==> src/rtl/rom_port_arbiter_if.sv <==
// rom_port_arbiter_if
//   Toggle-handshake SDRAM port bundle. A request is outstanding while
//   mem_req != mem_ack; the slave copies mem_req onto mem_ack and presents
//   mem_q on the same edge to complete it.
//   master : arbiter side (drives req/a/ds/we/d, samples ack/q)
//   slave  : SDRAM controller side
interface rom_port_arbiter_if #(parameter int AW = 23);
  logic          mem_req;
  logic          mem_ack;
  logic [AW-1:0] mem_a;
  logic [1:0]    mem_ds;
  logic          mem_we;
  logic [15:0]   mem_d;
  logic [15:0]   mem_q;

  modport master (output mem_req, mem_a, mem_ds, mem_we, mem_d,
                  input  mem_ack, mem_q);
  modport slave  (input  mem_req, mem_a, mem_ds, mem_we, mem_d,
                  output mem_ack, mem_q);
endinterface

==> src/rtl/rom_port_arbiter.sv <==
// rom_port_arbiter
//   Shares one toggle-handshake SDRAM port between the ROM download writer
//   and two CPU ROM fetchers. Download bytes become byte-masked word writes;
//   CPU byte fetches are served from a one-word register per CPU, refilled
//   by a word read on a miss.
//
//   Ports:
//     clk_sys, reset           clock, async active-high reset
//     dl_active/wr/addr/data   download byte stream (rising dl_wr = 1 byte)
//     dl_overflow              sticky: a byte was dropped
//     cpuN_cs/addr             CPU fetch request / byte address
//     cpuN_q/valid             fetched byte, valid for the current address
//     sd                       SDRAM port (rom_port_arbiter_if.master)
//
//   Build option: ROM_ARB_CACHE_EN keeps word tags across cs deassertion so
//   a re-fetch of the same word hits without an SDRAM access. Without it
//   each new cs assertion forces a fresh read.
//
//   AW must be <= 24 so the word address fits in dl_addr[AW:1].
module rom_port_arbiter #(
  parameter int            AW        = 23,
  parameter logic [AW-1:0] CPU1_BASE = 'h000000,
  parameter logic [AW-1:0] CPU2_BASE = 'h008000
)(
  input  logic        clk_sys,
  input  logic        reset,
  input  logic        dl_active,
  input  logic        dl_wr,
  input  logic [24:0] dl_addr,
  input  logic [7:0]  dl_data,
  output logic        dl_overflow,
  input  logic        cpu1_cs,
  input  logic        cpu2_cs,
  input  logic [15:0] cpu1_addr,
  input  logic [15:0] cpu2_addr,
  output logic [7:0]  cpu1_q,
  output logic [7:0]  cpu2_q,
  output logic        cpu1_valid,
  output logic        cpu2_valid,
  rom_port_arbiter_if.master sd
);

  typedef enum logic [1:0] {S_SYNC, S_IDLE, S_BUSY} state_t;

  state_t r_state, w_state_nxt;

  // SDRAM port registers
  logic          r_req, r_we;
  logic [AW-1:0] r_a;
  logic [1:0]    r_ds;
  logic [15:0]   r_d;

  // job in flight
  logic          r_job_wr;
  logic          r_job_cpu;
  logic [14:0]   r_job_tag;
  logic          r_last;        // CPU index served last (loses a tie)

  // download buffer
  logic          r_dl_wr_d, r_dl_full, r_ovf;
  logic [24:0]   r_dl_addr;
  logic [7:0]    r_dl_data;

  // per-CPU state, index 0 = CPU1, 1 = CPU2
  logic [1:0]          w_cs, w_hit, w_miss;
  logic [1:0][15:0]    w_addr;
  logic [1:0][AW-1:0]  w_rd_a;
  logic [1:0]          r_tv, r_vld;
  logic [1:0][14:0]    r_tag;
  logic [1:0][15:0]    r_word;
  logic [1:0][7:0]     r_q;

  logic w_acked, w_dl_edge, w_issue, w_done, w_sel_wr, w_sel_cpu;
  logic w_unused_dl;

  assign w_cs      = {cpu2_cs, cpu1_cs};
  assign w_addr    = {cpu2_addr, cpu1_addr};
  assign w_rd_a[0] = CPU1_BASE + AW'(cpu1_addr[15:1]);
  assign w_rd_a[1] = CPU2_BASE + AW'(cpu2_addr[15:1]);

  assign w_acked     = (sd.mem_ack == r_req);
  assign w_dl_edge   = dl_wr & ~r_dl_wr_d;
  assign w_unused_dl = ^dl_addr;

  assign sd.mem_req  = r_req;
  assign sd.mem_a    = r_a;
  assign sd.mem_ds   = r_ds;
  assign sd.mem_we   = r_we;
  assign sd.mem_d    = r_d;

  assign dl_overflow = r_ovf;
  assign cpu1_q      = r_q[0];
  assign cpu2_q      = r_q[1];
  assign cpu1_valid  = r_vld[0];
  assign cpu2_valid  = r_vld[1];

  always_comb begin
    w_hit  = '0;
    w_miss = '0;
    for (int i = 0; i < 2; i++) begin
      w_hit[i]  = w_cs[i] & r_tv[i] & (r_tag[i] == w_addr[i][15:1]);
      w_miss[i] = w_cs[i] & ~w_hit[i] & ~dl_active;
    end
  end

  // ---------------- FSM: state register ----------------
  always_ff @(posedge clk_sys or posedge reset)
    if (reset) r_state <= S_SYNC;
    else       r_state <= w_state_nxt;

  // ---------------- FSM: next state ----------------
  // SYNC waits out an ack that was still in flight when reset hit, so a
  // stale completion is never mistaken for a new job's.
  always_comb begin
    w_state_nxt = r_state;
    case (r_state)
      S_SYNC:  if (w_acked) w_state_nxt = S_IDLE;
      S_IDLE:  if (w_issue) w_state_nxt = S_BUSY;
      S_BUSY:  if (w_acked) w_state_nxt = S_IDLE;
      default: w_state_nxt = S_SYNC;
    endcase
  end

  // ---------------- FSM: outputs (job select / completion) ----------------
  always_comb begin
    w_issue   = 1'b0;
    w_done    = 1'b0;
    w_sel_wr  = 1'b0;
    w_sel_cpu = 1'b0;
    case (r_state)
      S_IDLE: begin
        if (r_dl_full) begin
          w_issue  = 1'b1;
          w_sel_wr = 1'b1;
        end else if (|w_miss) begin
          w_issue   = 1'b1;
          w_sel_cpu = (&w_miss) ? ~r_last : w_miss[1];
        end
      end
      S_BUSY:  w_done = w_acked;
      default: ;
    endcase
  end

  // ---------------- SDRAM port ----------------
  always_ff @(posedge clk_sys or posedge reset)
    if (reset) begin
      r_req     <= 1'b0;
      r_a       <= '0;
      r_ds      <= 2'b00;
      r_we      <= 1'b0;
      r_d       <= '0;
      r_job_wr  <= 1'b0;
      r_job_cpu <= 1'b0;
      r_job_tag <= '0;
      r_last    <= 1'b0;
    end else if (w_issue) begin
      r_req    <= ~r_req;
      r_job_wr <= w_sel_wr;
      if (w_sel_wr) begin
        r_a  <= r_dl_addr[AW:1];
        r_ds <= {r_dl_addr[0], ~r_dl_addr[0]};
        r_we <= 1'b1;
        r_d  <= {r_dl_data, r_dl_data};
      end else begin
        r_a       <= w_rd_a[w_sel_cpu];
        r_ds      <= 2'b11;
        r_we      <= 1'b0;
        r_job_cpu <= w_sel_cpu;
        r_job_tag <= w_addr[w_sel_cpu][15:1];
        r_last    <= w_sel_cpu;
      end
    end

  // ---------------- download buffer ----------------
  // The buffer stays occupied until its write completes. A completion on
  // the same edge as a new strobe frees the slot first, so that byte fits.
  always_ff @(posedge clk_sys or posedge reset)
    if (reset) begin
      r_dl_wr_d <= 1'b0;
      r_dl_full <= 1'b0;
      r_ovf     <= 1'b0;
      r_dl_addr <= '0;
      r_dl_data <= '0;
    end else begin
      r_dl_wr_d <= dl_wr;
      if (w_dl_edge) begin
        if (!r_dl_full || (w_done && r_job_wr)) begin
          r_dl_full <= 1'b1;
          r_dl_addr <= dl_addr;
          r_dl_data <= dl_data;
        end else begin
          r_ovf <= 1'b1;
        end
      end else if (w_done && r_job_wr) begin
        r_dl_full <= 1'b0;
      end
    end

  // ---------------- per-CPU word registers ----------------
  // The tag written is the address issued, not the current one, so a CPU
  // that moved during the read simply misses and is re-requested.
  always_ff @(posedge clk_sys or posedge reset)
    if (reset) begin
      r_tv   <= '0;
      r_tag  <= '0;
      r_word <= '0;
      r_vld  <= '0;
      r_q    <= '0;
    end else begin
      for (int i = 0; i < 2; i++) begin
        r_vld[i] <= w_hit[i] & ~dl_active;
        r_q[i]   <= w_addr[i][0] ? r_word[i][15:8] : r_word[i][7:0];
        if (w_done && !r_job_wr && (int'(r_job_cpu) == i)) begin
          r_word[i] <= sd.mem_q;
          r_tag[i]  <= r_job_tag;
          r_tv[i]   <= 1'b1;
        end
        // freshly written ROM invalidates whatever was fetched before
        if (w_done && r_job_wr) r_tv[i] <= 1'b0;
`ifdef ROM_ARB_CACHE_EN
`else
        if (!w_cs[i]) r_tv[i] <= 1'b0;
`endif
      end
    end

endmodule

==> src/flat_wrapper.sv <==
// flat-port wrapper written by rule: the top's interface ports become plain ports
module rom_port_arbiter_flat 
#(
  parameter int            AW        = 23,
  parameter logic [AW-1:0] CPU1_BASE = 'h000000,
  parameter logic [AW-1:0] CPU2_BASE = 'h008000
)
  (clk_sys, reset, dl_active, dl_wr, dl_addr, dl_data, dl_overflow, cpu1_cs, cpu2_cs, cpu1_addr, cpu2_addr, cpu1_q, cpu2_q, cpu1_valid, cpu2_valid, sd_mem_req, sd_mem_a, sd_mem_ds, sd_mem_we, sd_mem_d, sd_mem_ack, sd_mem_q);
  rom_port_arbiter_if #(.AW(AW)) sd_i ();
  input  logic clk_sys;
  input  logic reset;
  input  logic dl_active;
  input  logic dl_wr;
  input  logic [24:0] dl_addr;
  input  logic [7:0] dl_data;
  output logic dl_overflow;
  input  logic cpu1_cs;
  input  logic cpu2_cs;
  input  logic [15:0] cpu1_addr;
  input  logic [15:0] cpu2_addr;
  output logic [7:0] cpu1_q;
  output logic [7:0] cpu2_q;
  output logic cpu1_valid;
  output logic cpu2_valid;
  output wire logic [$bits(sd_i.mem_req)-1:0] sd_mem_req;
  output wire logic [$bits(sd_i.mem_a)-1:0] sd_mem_a;
  output wire logic [$bits(sd_i.mem_ds)-1:0] sd_mem_ds;
  output wire logic [$bits(sd_i.mem_we)-1:0] sd_mem_we;
  output wire logic [$bits(sd_i.mem_d)-1:0] sd_mem_d;
  input wire logic [$bits(sd_i.mem_ack)-1:0] sd_mem_ack;
  input wire logic [$bits(sd_i.mem_q)-1:0] sd_mem_q;
  assign sd_mem_req = sd_i.mem_req;
  assign sd_mem_a = sd_i.mem_a;
  assign sd_mem_ds = sd_i.mem_ds;
  assign sd_mem_we = sd_i.mem_we;
  assign sd_mem_d = sd_i.mem_d;
  assign sd_i.mem_ack = sd_mem_ack;
  assign sd_i.mem_q = sd_mem_q;
  rom_port_arbiter #(.AW(AW), .CPU1_BASE(CPU1_BASE), .CPU2_BASE(CPU2_BASE)) u_core (.clk_sys(clk_sys), .reset(reset), .dl_active(dl_active), .dl_wr(dl_wr), .dl_addr(dl_addr), .dl_data(dl_data), .dl_overflow(dl_overflow), .cpu1_cs(cpu1_cs), .cpu2_cs(cpu2_cs), .cpu1_addr(cpu1_addr), .cpu2_addr(cpu2_addr), .cpu1_q(cpu1_q), .cpu2_q(cpu2_q), .cpu1_valid(cpu1_valid), .cpu2_valid(cpu2_valid), .sd(sd_i));
endmodule
==> config.mk <==
export PLATFORM = sky130hd
export DESIGN_NAME = rom_port_arbiter_flat
export DESIGN_NICKNAME = d
export VERILOG_FILES = /design/src/rtl/rom_port_arbiter_if.sv /design/src/rtl/rom_port_arbiter.sv /design/src/flat_wrapper.sv
export SDC_FILE = /design/constraint.sdc
export NUM_CORES = 1
export LEC_CHECK = 0
export CORE_UTILIZATION = 50
export CTS_CLUSTER_SIZE = 16
export DETAILED_ROUTE_END_ITERATION = 7
export DONT_BUFFER_PORTS = 1
export GPL_ROUTABILITY_DRIVEN = 0
export GPL_TIMING_DRIVEN = 0
export PLACE_DENSITY = 0.69
export REMOVE_ABC_BUFFERS = 1
export SLEW_MARGIN = 20
export SYNTH_ARGS = -nofsm -noshare
export SYNTH_HDL_FRONTEND = slang
export SYNTH_SLANG_ARGS = --single-unit
==> constraint.sdc <==
create_clock -name clk_sys -period 8.9 [get_ports clk_sys]
set_input_delay 0.89 -clock clk_sys [delete_from_list [all_inputs] [get_ports clk_sys]]
set_output_delay 0.89 -clock clk_sys [all_outputs]
set_load 0.05 [all_outputs]
; Yosys cells after proc, flatten, opt, wreduce, memory -nomap -nowiden
; Cells that the tools add are included.
; Widths: inputs -> output; s select.
[op_classes]
muxes = 31
eq_ne = 10
order_cmp = 1
n_bitwise = 21
reduce_logical = 18
add_sub_neg = 1
[ops]
columns = cell, n
row1 = $mux 23, 3
row2 = $mux 16, 2
row3 = $eq 15x15->1, 2
row4 = $mux 1, 20
row5 = $add 16x15->17 const A, 1
row6 = $mux 8, 2
row7 = $reduce_and 2->1, 7
row8 = $and 1x1->1, 11
row9 = $not 1->1, 10
row10 = $mux 2, 3
row11 = $ne 3x1->1 const B, 2
row12 = $logic_and 1x1->1, 4
row13 = $ne 2x1->1 const B, 2
row14 = $pmux 2 s2, 1
row15 = $reduce_or 2->1, 2
row16 = $eq 2x1->1 const B, 1
row17 = $eq 2x2->1 const B, 1
row18 = $logic_not 1->1, 2
row19 = $logic_not 2->1, 1
row20 = $lt 1x2->1 const B, 1
row21 = $ne 2x2->1 const B, 1
row22 = $reduce_bool 2->1, 1
row23 = $eq 1x1->1, 1
row24 = $logic_or 1x1->1, 1
[word_totals]
regBits = 179
out_inout_bits = 62
elab_cells = 105
input_bits = 88

; Logic depth before layout (Yosys ltp)
; Gate-level depths: netlist of the first run.
[depth]
word_depth = 13
ltp_mapped = 9
mapped_depth_nobuf = 7

; Worst setup path before layout of the first run
; OpenSTA, ideal clock, no wires.
[synth_path]
path_kind = input to register
start = input port cpu1_addr[6]
end = register u_core.r_a[1] (netlist: u_core.sd.mem_a[1])
t_required_ns = 8.766
path_slack_ns = 6.289
path_buffers = 2
arrival_time_ns = 2.477
cell_stages = 9
setup_time_ns = 0.134
cell_sequence = xor2_1 nor4_1 nand4_1 and3_1 nor4_2 buf_4 buf_8 mux2i_1 o221ai_2
[synth_between]
elab_chain_len = 13
word_cells_on_any_way = 17
classes_between = 1 x eq/ne / 10 x mux / 4 x bitwise / 2 x reduce/logical
[synth_rtl]
columns = element, line_no
row1 = "start, declared", flat_wrapper.sv:19  ; input logic [15:0] cpu1_addr;
row2 = $eq 15x15->1 *, rom_port_arbiter.sv:101  ; w_hit[i] = w_cs[i] & r_tv[i] & (r_tag[i] == w_addr[i][15:1]);
row3 = $and 1x1->1 *, rom_port_arbiter.sv:101
row4 = $not 1->1 *, rom_port_arbiter.sv:102  ; w_miss[i] = w_cs[i] & ~w_hit[i] & ~dl_active;
row5 = $and 1x1->1 * (2 in series), rom_port_arbiter.sv:102
row6 = $reduce_and 2->1, rom_port_arbiter.sv:137  ; w_sel_cpu = (&w_miss) ? ~r_last : w_miss[1];
row7 = $mux 1, rom_port_arbiter.sv:137
row8 = $mux 1, rom_port_arbiter.sv:135  ; end else if (|w_miss) begin
row9 = $mux 1, rom_port_arbiter.sv:132  ; if (r_dl_full) begin
row10 = $mux 1, rom_port_arbiter.sv:130  ; case (r_state)
row11 = $mux 23 (not written as such) (2 in series), rom_port_arbiter.sv:166  ; r_a <= w_rd_a[w_sel_cpu];
row12 = $mux 23, rom_port_arbiter.sv:160  ; if (w_sel_wr) begin
row13 = "end signal, assigned", rom_port_arbiter.sv:161  ; r_a <= r_dl_addr[AW:1];
row14 = "end signal, assigned", rom_port_arbiter.sv:166
row15 = "end, declared", rom_port_arbiter.sv:49  ; logic [AW-1:0] r_a;
; Every way passes the cells marked *; elsewhere a longest branch is shown, timed or not. The select of a mux whose other input is x is not followed.
; A chain may end at the register's enable or synchronous reset.

; Worst setup path after layout of the first run
[layout_path]
start = input port cpu1_addr[7]
end = register u_core.r_a[7] (netlist: u_core.sd.mem_a[7])
; Same word-level chain as after synthesis.

==> impl_metrics.py, run 1 <==
metrics = {
    "routing": {
        "wire_per_inst_um": 20.1,
        "drc_errors": 0,
        "ant_nets": 0,
        "first_pass_iters": 4,
        "vias": 4046,
        "drt_wl_total_um": 14500,
        "drt-initial-drc-count": 139,
        "drt-vias-per-instance": 5.60,
    },
    "worst_setup_path": {
        "cp-start-kind": "primary input",
        "cp_max_fo": 7,
        "worstPathArrival_ps": 3210,
        "cp-end-kind": "register",
        "r2r-end": "u_core.sd.mem_a[7]",
        "reg2reg_depth": 8,
        "required_ps": 9180,
        "rr_startpoint": "u_core.r_tag[2]",
        "crit_type": "primary input to register",
        "reg2reg_setup_slack_ps": 6020,
    },
    "yosys": {
        "synth_xor_area_share_pct": 3.99,
        "seq_area_frac_synth_pct": 60.5,
        "muxShareOfSynthArea_pct": 19.8,
        "async_reset_ff_share_pct": 100,
        "synth_simple_gate_area_share_pct": 7.14,
        "netlist_area_sq_um": 7030,
        "synthTopCellsByCount": "dfrtp_1, mux2_2, nand2_1, xor2_1",
        "synth_most_common_cell": "dfrtp_1",
        "synth_top_area_share_pct": 60.5,
        "synth_area_per_cell_sq_um": 13.1,
        "syn_inst": 537,
        "synth_ff_type": "dfrtp_1",
        "synth_compound_area_share_pct": 5.18,
        "synthDistinctLibCells": 37,
        "synth_top_family_by_area": "multiplexers",
        "ys_ff_latch": 170,
        "ys_top_cells_by_area": "dfrtp_1, mux2_2, nand2_1",
        "synthAdderAreaFrac_pct": 0,
        "yosysTopAreaCell": "dfrtp_1",
        "yosysWarnings": 0,
        "synth-edff-count": 0,
    },
    "grt": {
        "grt_pass1_vias": 4505,
        "antenna_found_initial": 0,
        "met2_usage_pct": 34.8,
        "grt.overflow.total": 0,
        "grt_pass1_wl_um": 23700,
        "grt_use_met1_pct": 26.1,
        "grtUsageTotal_pct": 21.8,
        "use_met3_pct": 9.25,
        "grt_busiest_layer": "met2",
        "grt_max_degree": 104,
    },
    "placed_design": {
        "port_buffers": 0,
        "placed_cells": 690,
        "place_hpwl_um": 10100,
        "dp_slack_ps": 5510,
    },
    "finish": {
        "finalNetCount": 621,
        "drive_gt1_share_pct": 30.8,
        "layout.cells.non_filler": 722,
        "area_growth_pct": 12.3,
        "antenna_cells": 0,
    },
    "power": {
        "p_sw_share_pct": 38.9,
        "p_leak_nw": 3.67,
        "combPwrFrac_pct": 20.0,
        "switchingPower_mw": 1.23,
        "ir_drop_mv": 0.192,
        "powerDensity_nw_per_um2": 399,
        "pwr-share-clk_pct": 24.5,
        "pwr-share-seq_pct": 55.5,
        "p_int_mw": 1.93,
    },
    "flow_run": {
        "cap_violations": 0,
    },
    "floorplan": {
        "die_w_um": 121,
        "start_util_pct": 52.3,
        "ios": 150,
        "row_count": 42,
        "core_area_sq_um": 13500,
        "fp.dieArea_sq_um": 14500,
        "fp.dieH_um": 121,
    },
    "timing": {
        "slew_headroom_pct": 31.3,
        "fin_worst_skew_ps": 9.84,
        "holdWs_ps": 352,
        "min_period_over_period_pct": 33.0,
        "final.setup.worst_slack_ps": 5960,
        "hold_viol_final": 0,
        "fin_crit_ps": 2940,
        "final_max_slew_viol_count": 0,
        "max_freq_mhz": 340,
        "setup_tns_ps": 0,
        "rsz0062_at_grt": "false",
        "worst_slew_pin_slew_ps": 1030,
        "finalSetupViolCount": 0,
    },
    "clock_tree": {
        "htree_levels": 4,
        "cts-buffers-inserted": 17,
        "clk_latency_ps": 420,
        "clk_path_buf_depth": 2,
        "post-cts-setup-buffers": 0,
        "cts_resized": 0,
        "clk_pin_slew_worst_paths_ps": 60,
        "cts_tree": "done",
        "cts.sinks": 170,
        "postCtsHoldBufs": 0,
        "cts_root_buf": "clkbuf_16",
    },
    "hold_path": {
        "hp-class": "primary input to async pin",
    },
    "run_status": {
        "outcome": "complete, no violations",
    },
}
layer usage:
layer / wire (um) / up-vias / share of wire, %
li1: - / 1828 / -
met5: 0 / - / 0
met4: 266 / 0 / 1.8
met2: 6940 / 143 / 48
met1: 5880 / 2052 / 41
met3: 1410 / 23 / 9.7
worst max-delay path by stage:
stage                             from                  end  slack [ps]  cells after the start
after global placement           reset  u_core.r_dl_data[3]        1900                      1
after detailed placement  cpu1_addr[7]   u_core.sd.mem_a[7]        5510                      8
after CTS                 cpu1_addr[7]   u_core.sd.mem_a[7]        5960                      8
after floorplan                  reset     u_core.cpu1_q[0]        3410                      1
final                     cpu1_addr[7]   u_core.sd.mem_a[7]        5960                      8
after global routing      cpu1_addr[7]   u_core.sd.mem_a[7]        5890                      8
power by group through the flow:
| stage | clock network [mW] | logic [mW] | registers, mW |
|---|---|---|---|
| final | 0.773 | 0.631 | 1.75 |
| after detailed placement | 0 | 0.641 | 1.76 |
| after global placement | 0 | 0.592 | 1.74 |
| after floorplan | 0 | 0.502 | 1.69 |
| after CTS | 0.788 | 0.643 | 1.75 |
| after global routing | 0.819 | 0.707 | 1.80 |
cell usage in the layout, fill, tap and decap left out, drive strengths merged, types with 9 or more instances in the layout:
cell type / instances
dfrtp: 170
mux2: 110
nand2: 79
xor2: 31
o21ai: 27
clkbuf: 20
mux2i: 15
inv: 15
buf: 11
nor4: 10
o221ai: 9
stage by stage:
| step | area [sq um] | util [%] | power, mW |
|---|---|---|---|
| after global routing | 7900 | 58.7 | 3.32 |
| after global placement | 7060 | 52.5 | 2.33 |
| after detailed placement | 7280 | 54.1 | 2.41 |
| after CTS | 7900 | 58.7 | 3.18 |
| final | 7900 | 58.7 | 3.15 |
| after floorplan | 6840 | - | 2.20 |
cells by family after synthesis:
group,after synthesis
muxes,125
AOI/OAI and AO/OA,51
xor gates and xnor gates,32
buffers and inverters,48
DFF,170
and+or+nand+nor,111
layout make-up:
cell class,count,area [sq um]
Fill cell,1092,5550
Inverter,14,60.1
Clock buffer,20,447
Timing Repair Buffer,11,174
Tap cell,176,220
Multi-Input combinational cell,319,2570
Clock inverter,12,171
Sequential cell,170,4250
sequential cells by signal (all words and copies together) (netlist names), 2 cells and up:
register,count
u_core.sd.mem_ds,2
u_core.r_state,2
u_core.r_vld,2
u_core.r_tv,2
u_core.r_job_tag,15
u_core.sd.mem_a,23
u_core.cpu1_q,8
u_core.r_tag,30
u_core.cpu2_q,8
u_core.r_word,32
u_core.r_dl_addr,24
u_core.r_dl_data,8
u_core.sd.mem_d,8
critical path, stage by stage:
cell and delay (ps):
xor2_1 130, nor4_1 480, nand4_1 270, and3_1 280, nor4_4 420, buf_6 240, mux2i_1 320, o221ai_1 170
(Power assumes the default switching activity.)
==> run 2: changes to the inputs <==
==> constraint.sdc (replaced) <==
create_clock -name clk_sys -period 3 [get_ports clk_sys]
set_input_delay 0.3 -clock clk_sys [delete_from_list [all_inputs] [get_ports clk_sys]]
set_output_delay 0.3 -clock clk_sys [all_outputs]
set_load 0.05 [all_outputs]
==> run 2 against run 1 <==
Critical path depth shrank 1; critical endpoint is now u_core.sd.mem_a[0]; total power grew to 3.0 times the previous value; highest routed layer unchanged; register-to-register slack lost 5900 ps; global-route usage grew 0.19 points; wire length grew 1.0%; count of clock-buffer cells in the layout is the same; via count grew 0.42%; non-clock buffer count grew 7; first-iteration DRC count grew 8.6%; worst setup slack lost 5800 ps; sequential power grew to 3.0 times the previous value.
==> impl_metrics.py, run 2 (synthesis results as in run 1) <==
metrics = {
    "flow_run": {
        "cap_violations": 0,
    },
    "power": {
        "ir_drop_mv": 0.571,
        "powerDensity_nw_per_um2": 1180,
        "power_mw": 9.36,
        "p_leak_nw": 3.70,
    },
    "clock_tree": {
        "clk_pin_slew_worst_paths_ps": 60,
        "clk_path_buf_depth": 2,
        "htree_levels": 4,
        "cts_root_buf": "clkbuf_16",
        "clk_latency_ps": 420,
        "cts-buffers-inserted": 17,
        "cts_tree": "done",
        "cts.sinks": 170,
    },
    "grt": {
        "grt.overflow.total": 0,
        "antenna_found_initial": 0,
        "grt_max_degree": 104,
        "grt_pass1_vias": 4530,
        "grtUsageTotal_pct": 22.0,
        "grt_pass1_wl_um": 23900,
    },
    "routing": {
        "ant_nets": 0,
        "wire_per_inst_um": 20.1,
        "drt_wl_total_um": 14600,
        "vias": 4063,
        "first_pass_iters": 4,
        "drt-vias-per-instance": 5.57,
        "drc_errors": 0,
        "drt-initial-drc-count": 151,
    },
    "worst_setup_path": {
        "crit_family": "simple AND/OR/NAND/NOR gates",
        "cp-end-kind": "register",
        "required_ps": 3260,
        "crit_chain": "xor2_1, nor4_1, nand4_1, a22oi_1, or3_2, buf_16, o221ai_1",
        "worstPathArrival_ps": 3130,
        "cp-start-kind": "register",
        "cp_max_fo": 24,
        "worst_path_max_delay_cell": "or3_2",
        "cp_slowest_stage_delay_ps": 570,
        "crit_type": "register to register",
        "worst-path-buf-inv": 1,
    },
    "placed_design": {
        "place_hpwl_um": 10100,
        "dpl_cell_area_sq_um": 7280,
        "port_buffers": 0,
    },
    "timing": {
        "finalSetupViolCount": 0,
        "max_freq_mhz": 348,
        "worst_slew_pin_slew_ps": 1010,
        "hold_viol_final": 0,
        "min_period_over_period_pct": 95.7,
        "rsz0062_at_grt": "false",
        "slew_headroom_pct": 32.8,
        "fin_worst_skew_ps": 10.1,
        "final_max_slew_viol_count": 0,
        "fin_crit_ps": 2870,
    },
    "hold_path": {
        "hp-class": "primary input to register",
    },
    "finish": {
        "finalInstanceArea_sq_um": 7970,
        "fin_util_pct": 59.2,
        "layout_common_cells": "dfrtp_1, mux2_2, nand2_1",
        "max_flop_register": "u_core.r_word",
        "layout_commonest_cell": "dfrtp_1",
        "drive_gt1_share_pct": 30.7,
        "finalNetCount": 628,
        "area_growth_pct": 13.3,
        "antenna_cells": 0,
        "fillers": 1094,
        "reg_top3": "u_core.r_word (32), u_core.r_tag (30), u_core.r_dl_addr (24)",
        "largest_register_ffs": 32,
    },
    "floorplan": {
        "row_count": 42,
        "die_w_um": 121,
        "fp.dieArea_sq_um": 14500,
        "fp.dieH_um": 121,
        "start_util_pct": 52.3,
        "core_area_sq_um": 13500,
        "ios": 150,
    },
    "run_status": {
        "outcome": "complete, no violations",
    },
}
==> run 2: changes by cell type in the layout (fill, tap and decap cells not counted) <==
| cell | before | now |
|---|---|---|
| buf_4 | 3 | 5 |
| dlygate4sd3_1 | 0 | 5 |
==> run 2: layout make-up <==
type | count | area [sq um] | area share (%)
Clock inverter | 12 | 171 | 2.15
Tap cell | 176 | 220 | 2.76
Timing Repair Buffer | 18 | 239 | 3.00
Clock buffer | 20 | 447 | 5.61
Inverter | 14 | 60.1 | 0.754
Multi-Input combinational cell | 319 | 2570 | 32.3
Sequential cell | 170 | 4250 | 53.4
==> run 2: worst reg2reg max path, cell delays in order, from the launching register on <==
cell and delay (ps):
dfrtp_1 390, xor2_1 170, nor4_1 460, nand4_1 270, a22oi_1 450, or3_2 570, buf_16 240, o221ai_1 170
==> run 2: metal layers <==
layer	vias up	GRT usage (%)	share of wire (%)
met3	22	9.01	9.6
met2	146	35.0	48
met5	-	0	0
li1	1841	-	-
met1	2054	26.7	41
met4	0	8.41	1.6
==> run 2: worst paths after layout <==
check                                          from                   to  slack, ps  cells after the start
worst max-delay path               u_core.r_tag[20]   u_core.sd.mem_a[0]        130                      7
worst min register to register  u_core.r_dl_data[0]   u_core.sd.mem_d[8]        470                      2
min in group asynchronous                     reset    u_core.r_word[31]        420                      2
worst max register to register     u_core.r_tag[20]   u_core.sd.mem_a[0]        130                      7
worst min-delay path                     dl_addr[2]  u_core.r_dl_addr[2]         20                      1
max in group asynchronous                     reset  u_core.sd.mem_a[14]       1730                      3
==> run 2: per-stage QoR <==
step           setup WS [ps]  std cells  hold slack [ps]  TNS [ps]
3_5_place_dp             102        690              226         0
3_3_place_gp           -3410        679              332   -743110
4_1_cts                 90.3        727             8.25         0
6_report                 130        729             21.8         0
5_1_grt                 40.6        729             4.09         0
2_1_floorplan          -1900        503              331   -356300
==> run 2: power breakdown <==
part | switching [mW] | internal [mW]
registers | 1.89 | 3.30
clock network | 0.883 | 1.41
logic | 0.873 | 1.01
total | 3.64 | 5.72
==> run 2: what timing repair did <==
item	CTS	global route
endpoints found under the hold margin	72	0
setup buffers	0	2
hold buffers	5	0
setup endpoints to repair	0	1
resized for setup	0	0
==> run 3: changes to the inputs <==
==> constraint.sdc (replaced) <==
create_clock -name clk_sys -period 3 [get_ports clk_sys]
set_input_delay 0.6 -clock clk_sys [delete_from_list [all_inputs] [get_ports clk_sys]]
set_output_delay 0.6 -clock clk_sys [all_outputs]
set_load 0.05 [all_outputs]
==> run 3 against run 2 <==
Worst setup slack improved by 17 ps; register-to-register slack improved by 20 ps; critical endpoint is now u_core.sd.mem_a[7]; hold slack improved by 40 ps; die area unchanged; maximum frequency increased by 0.61%; largest power group unchanged; count of clock-buffer cells in the layout unchanged; highest routed layer unchanged.
==> impl_metrics.py, run 3 (synthesis results as in run 1) <==
metrics = {
    "grt": {
        "grt_pass1_wl_um": 23700,
        "grt_max_degree": 104,
        "grt.overflow.total": 0,
        "grtUsageTotal_pct": 21.8,
        "grt_pass1_vias": 4505,
        "antenna_found_initial": 0,
    },
    "finish": {
        "largest_register_ffs": 32,
        "layout_common_cells": "dfrtp_1, mux2_2, nand2_1",
        "fin_util_pct": 58.8,
        "layout_commonest_cell": "dfrtp_1",
        "finalNetCount": 623,
        "antenna_cells": 0,
        "area_growth_pct": 12.6,
        "reg_top3": "u_core.r_word (32), u_core.r_tag (30), u_core.r_dl_addr (24)",
        "drive_gt1_share_pct": 31.0,
        "max_flop_register": "u_core.r_word",
    },
    "worst_setup_path": {
        "reg2reg_depth": 9,
        "cp-end-kind": "register",
        "cp-start-kind": "register",
        "cp_max_fo": 7,
        "crit_type": "register to register",
        "required_ps": 3280,
        "worstPathArrival_ps": 3130,
    },
    "routing": {
        "drc_errors": 0,
        "wire_per_inst_um": 20.0,
        "ant_nets": 0,
        "vias": 4053,
        "drt-initial-drc-count": 117,
        "drt-vias-per-instance": 5.60,
        "drt_wl_total_um": 14500,
        "first_pass_iters": 4,
    },
    "clock_tree": {
        "cts_root_buf": "clkbuf_16",
        "htree_levels": 4,
        "cts_tree": "done",
        "cts-buffers-inserted": 17,
        "clk_latency_ps": 430,
        "cts.sinks": 170,
        "clk_pin_slew_worst_paths_ps": 60,
        "clk_path_buf_depth": 2,
        "cts_resized": 0,
    },
    "power": {
        "p_sw_share_pct": 38.9,
        "p_int_mw": 5.72,
        "combPwrFrac_pct": 20.0,
        "pwr-share-seq_pct": 55.5,
        "pwr-share-clk_pct": 24.5,
        "powerDensity_nw_per_um2": 1180,
        "ir_drop_mv": 0.571,
        "p_leak_nw": 3.68,
        "switchingPower_mw": 3.63,
    },
    "placed_design": {
        "place_hpwl_um": 10100,
        "port_buffers": 0,
    },
    "timing": {
        "finalSetupViolCount": 0,
        "hold_viol_final": 0,
        "holdWs_ps": 61.8,
        "worst_slew_pin_slew_ps": 1010,
        "fin_crit_ps": 2850,
        "slew_headroom_pct": 32.3,
        "fin_worst_skew_ps": 14.7,
        "final_max_slew_viol_count": 0,
        "rsz0062_at_grt": "false",
        "min_period_over_period_pct": 95.1,
        "max_freq_mhz": 351,
    },
    "run_status": {
        "outcome": "complete, no violations",
    },
    "floorplan": {
        "die_w_um": 121,
        "ios": 150,
        "start_util_pct": 52.3,
        "row_count": 42,
        "fp.dieH_um": 121,
        "fp.dieArea_sq_um": 14500,
        "core_area_sq_um": 13500,
    },
    "hold_path": {
        "hp-class": "primary input to async pin",
    },
    "flow_run": {
        "cap_violations": 0,
    },
}
-- run 3: timing repair --
item / CTS / global route
hold buffers: 0 / 0
setup endpoints to repair: 0 / 1
setup buffers: 0 / 2
-- run 3: worst paths after layout --
path / start / endpoint / slack [ps]
min in group clk_sys: dl_wr / u_core.r_dl_wr_d / 210
worst max-delay path: u_core.r_tag[6] / u_core.sd.mem_a[7] / 150
worst min register to register: u_core.r_dl_data[0] / u_core.sd.mem_d[8] / 470
max in group asynchronous: reset / u_core.sd.mem_a[14] / 2090
worst max register to register: u_core.r_tag[6] / u_core.sd.mem_a[7] / 150
worst min-delay path: reset / u_core.r_word[31] / 60
-- run 3: power groups by stage --
stage / Combinational, mW / Clock, mW / Sequential (mW)
6_report: 1.87 / 2.29 / 5.19
5_1_grt: 2.10 / 2.43 / 5.33
4_1_cts: 1.91 / 2.34 / 5.19
3_5_place_dp: 1.90 / 0 / 5.23
3_3_place_gp: 1.76 / 0 / 5.15
2_1_floorplan: 1.49 / 0 / 5.02
-- run 3: layout make-up --
type	count	area [sq um]
Clock buffer	20	447
Inverter	14	60.1
Sequential cell	170	4250
Clock inverter	12	171
Tap cell	176	220
Timing Repair Buffer	13	189
Multi-Input combinational cell	319	2570
Fill cell	1093	5540
-- run 3: stage by stage --
step	worst slack [ps]	cell area [sq um]	setup TNS, ps	instances	power, mW
floorplan	-2200	6840	-413480	503	6.51
global placement	-3710	7060	-801130	679	6.91
detailed placement	-101	7280	-179	690	7.13
CTS	90.3	7900	0	722	9.44
global route	40.6	7920	0	724	9.86
finish	148	7920	0	724	9.35
-- run 3: critical path, cell delays in order (launching register included) --
cell	delay, ps
dfrtp_1	380
xor2_1	170
nor4_1	480
nand4_1	270
and3_1	290
nor4_4	260
buf_4	180
buf_6	160
mux2i_1	340
o221ai_1	170
-- run 3: per-layer routing --
layer  wire length, um  track usage [%]  vias up
li1                  -                -     1833
met1              5820             26.1     2055
met2              6930             34.8      146
met3              1500             9.25       19
met4               256             8.41        0
met5                 0                0        -
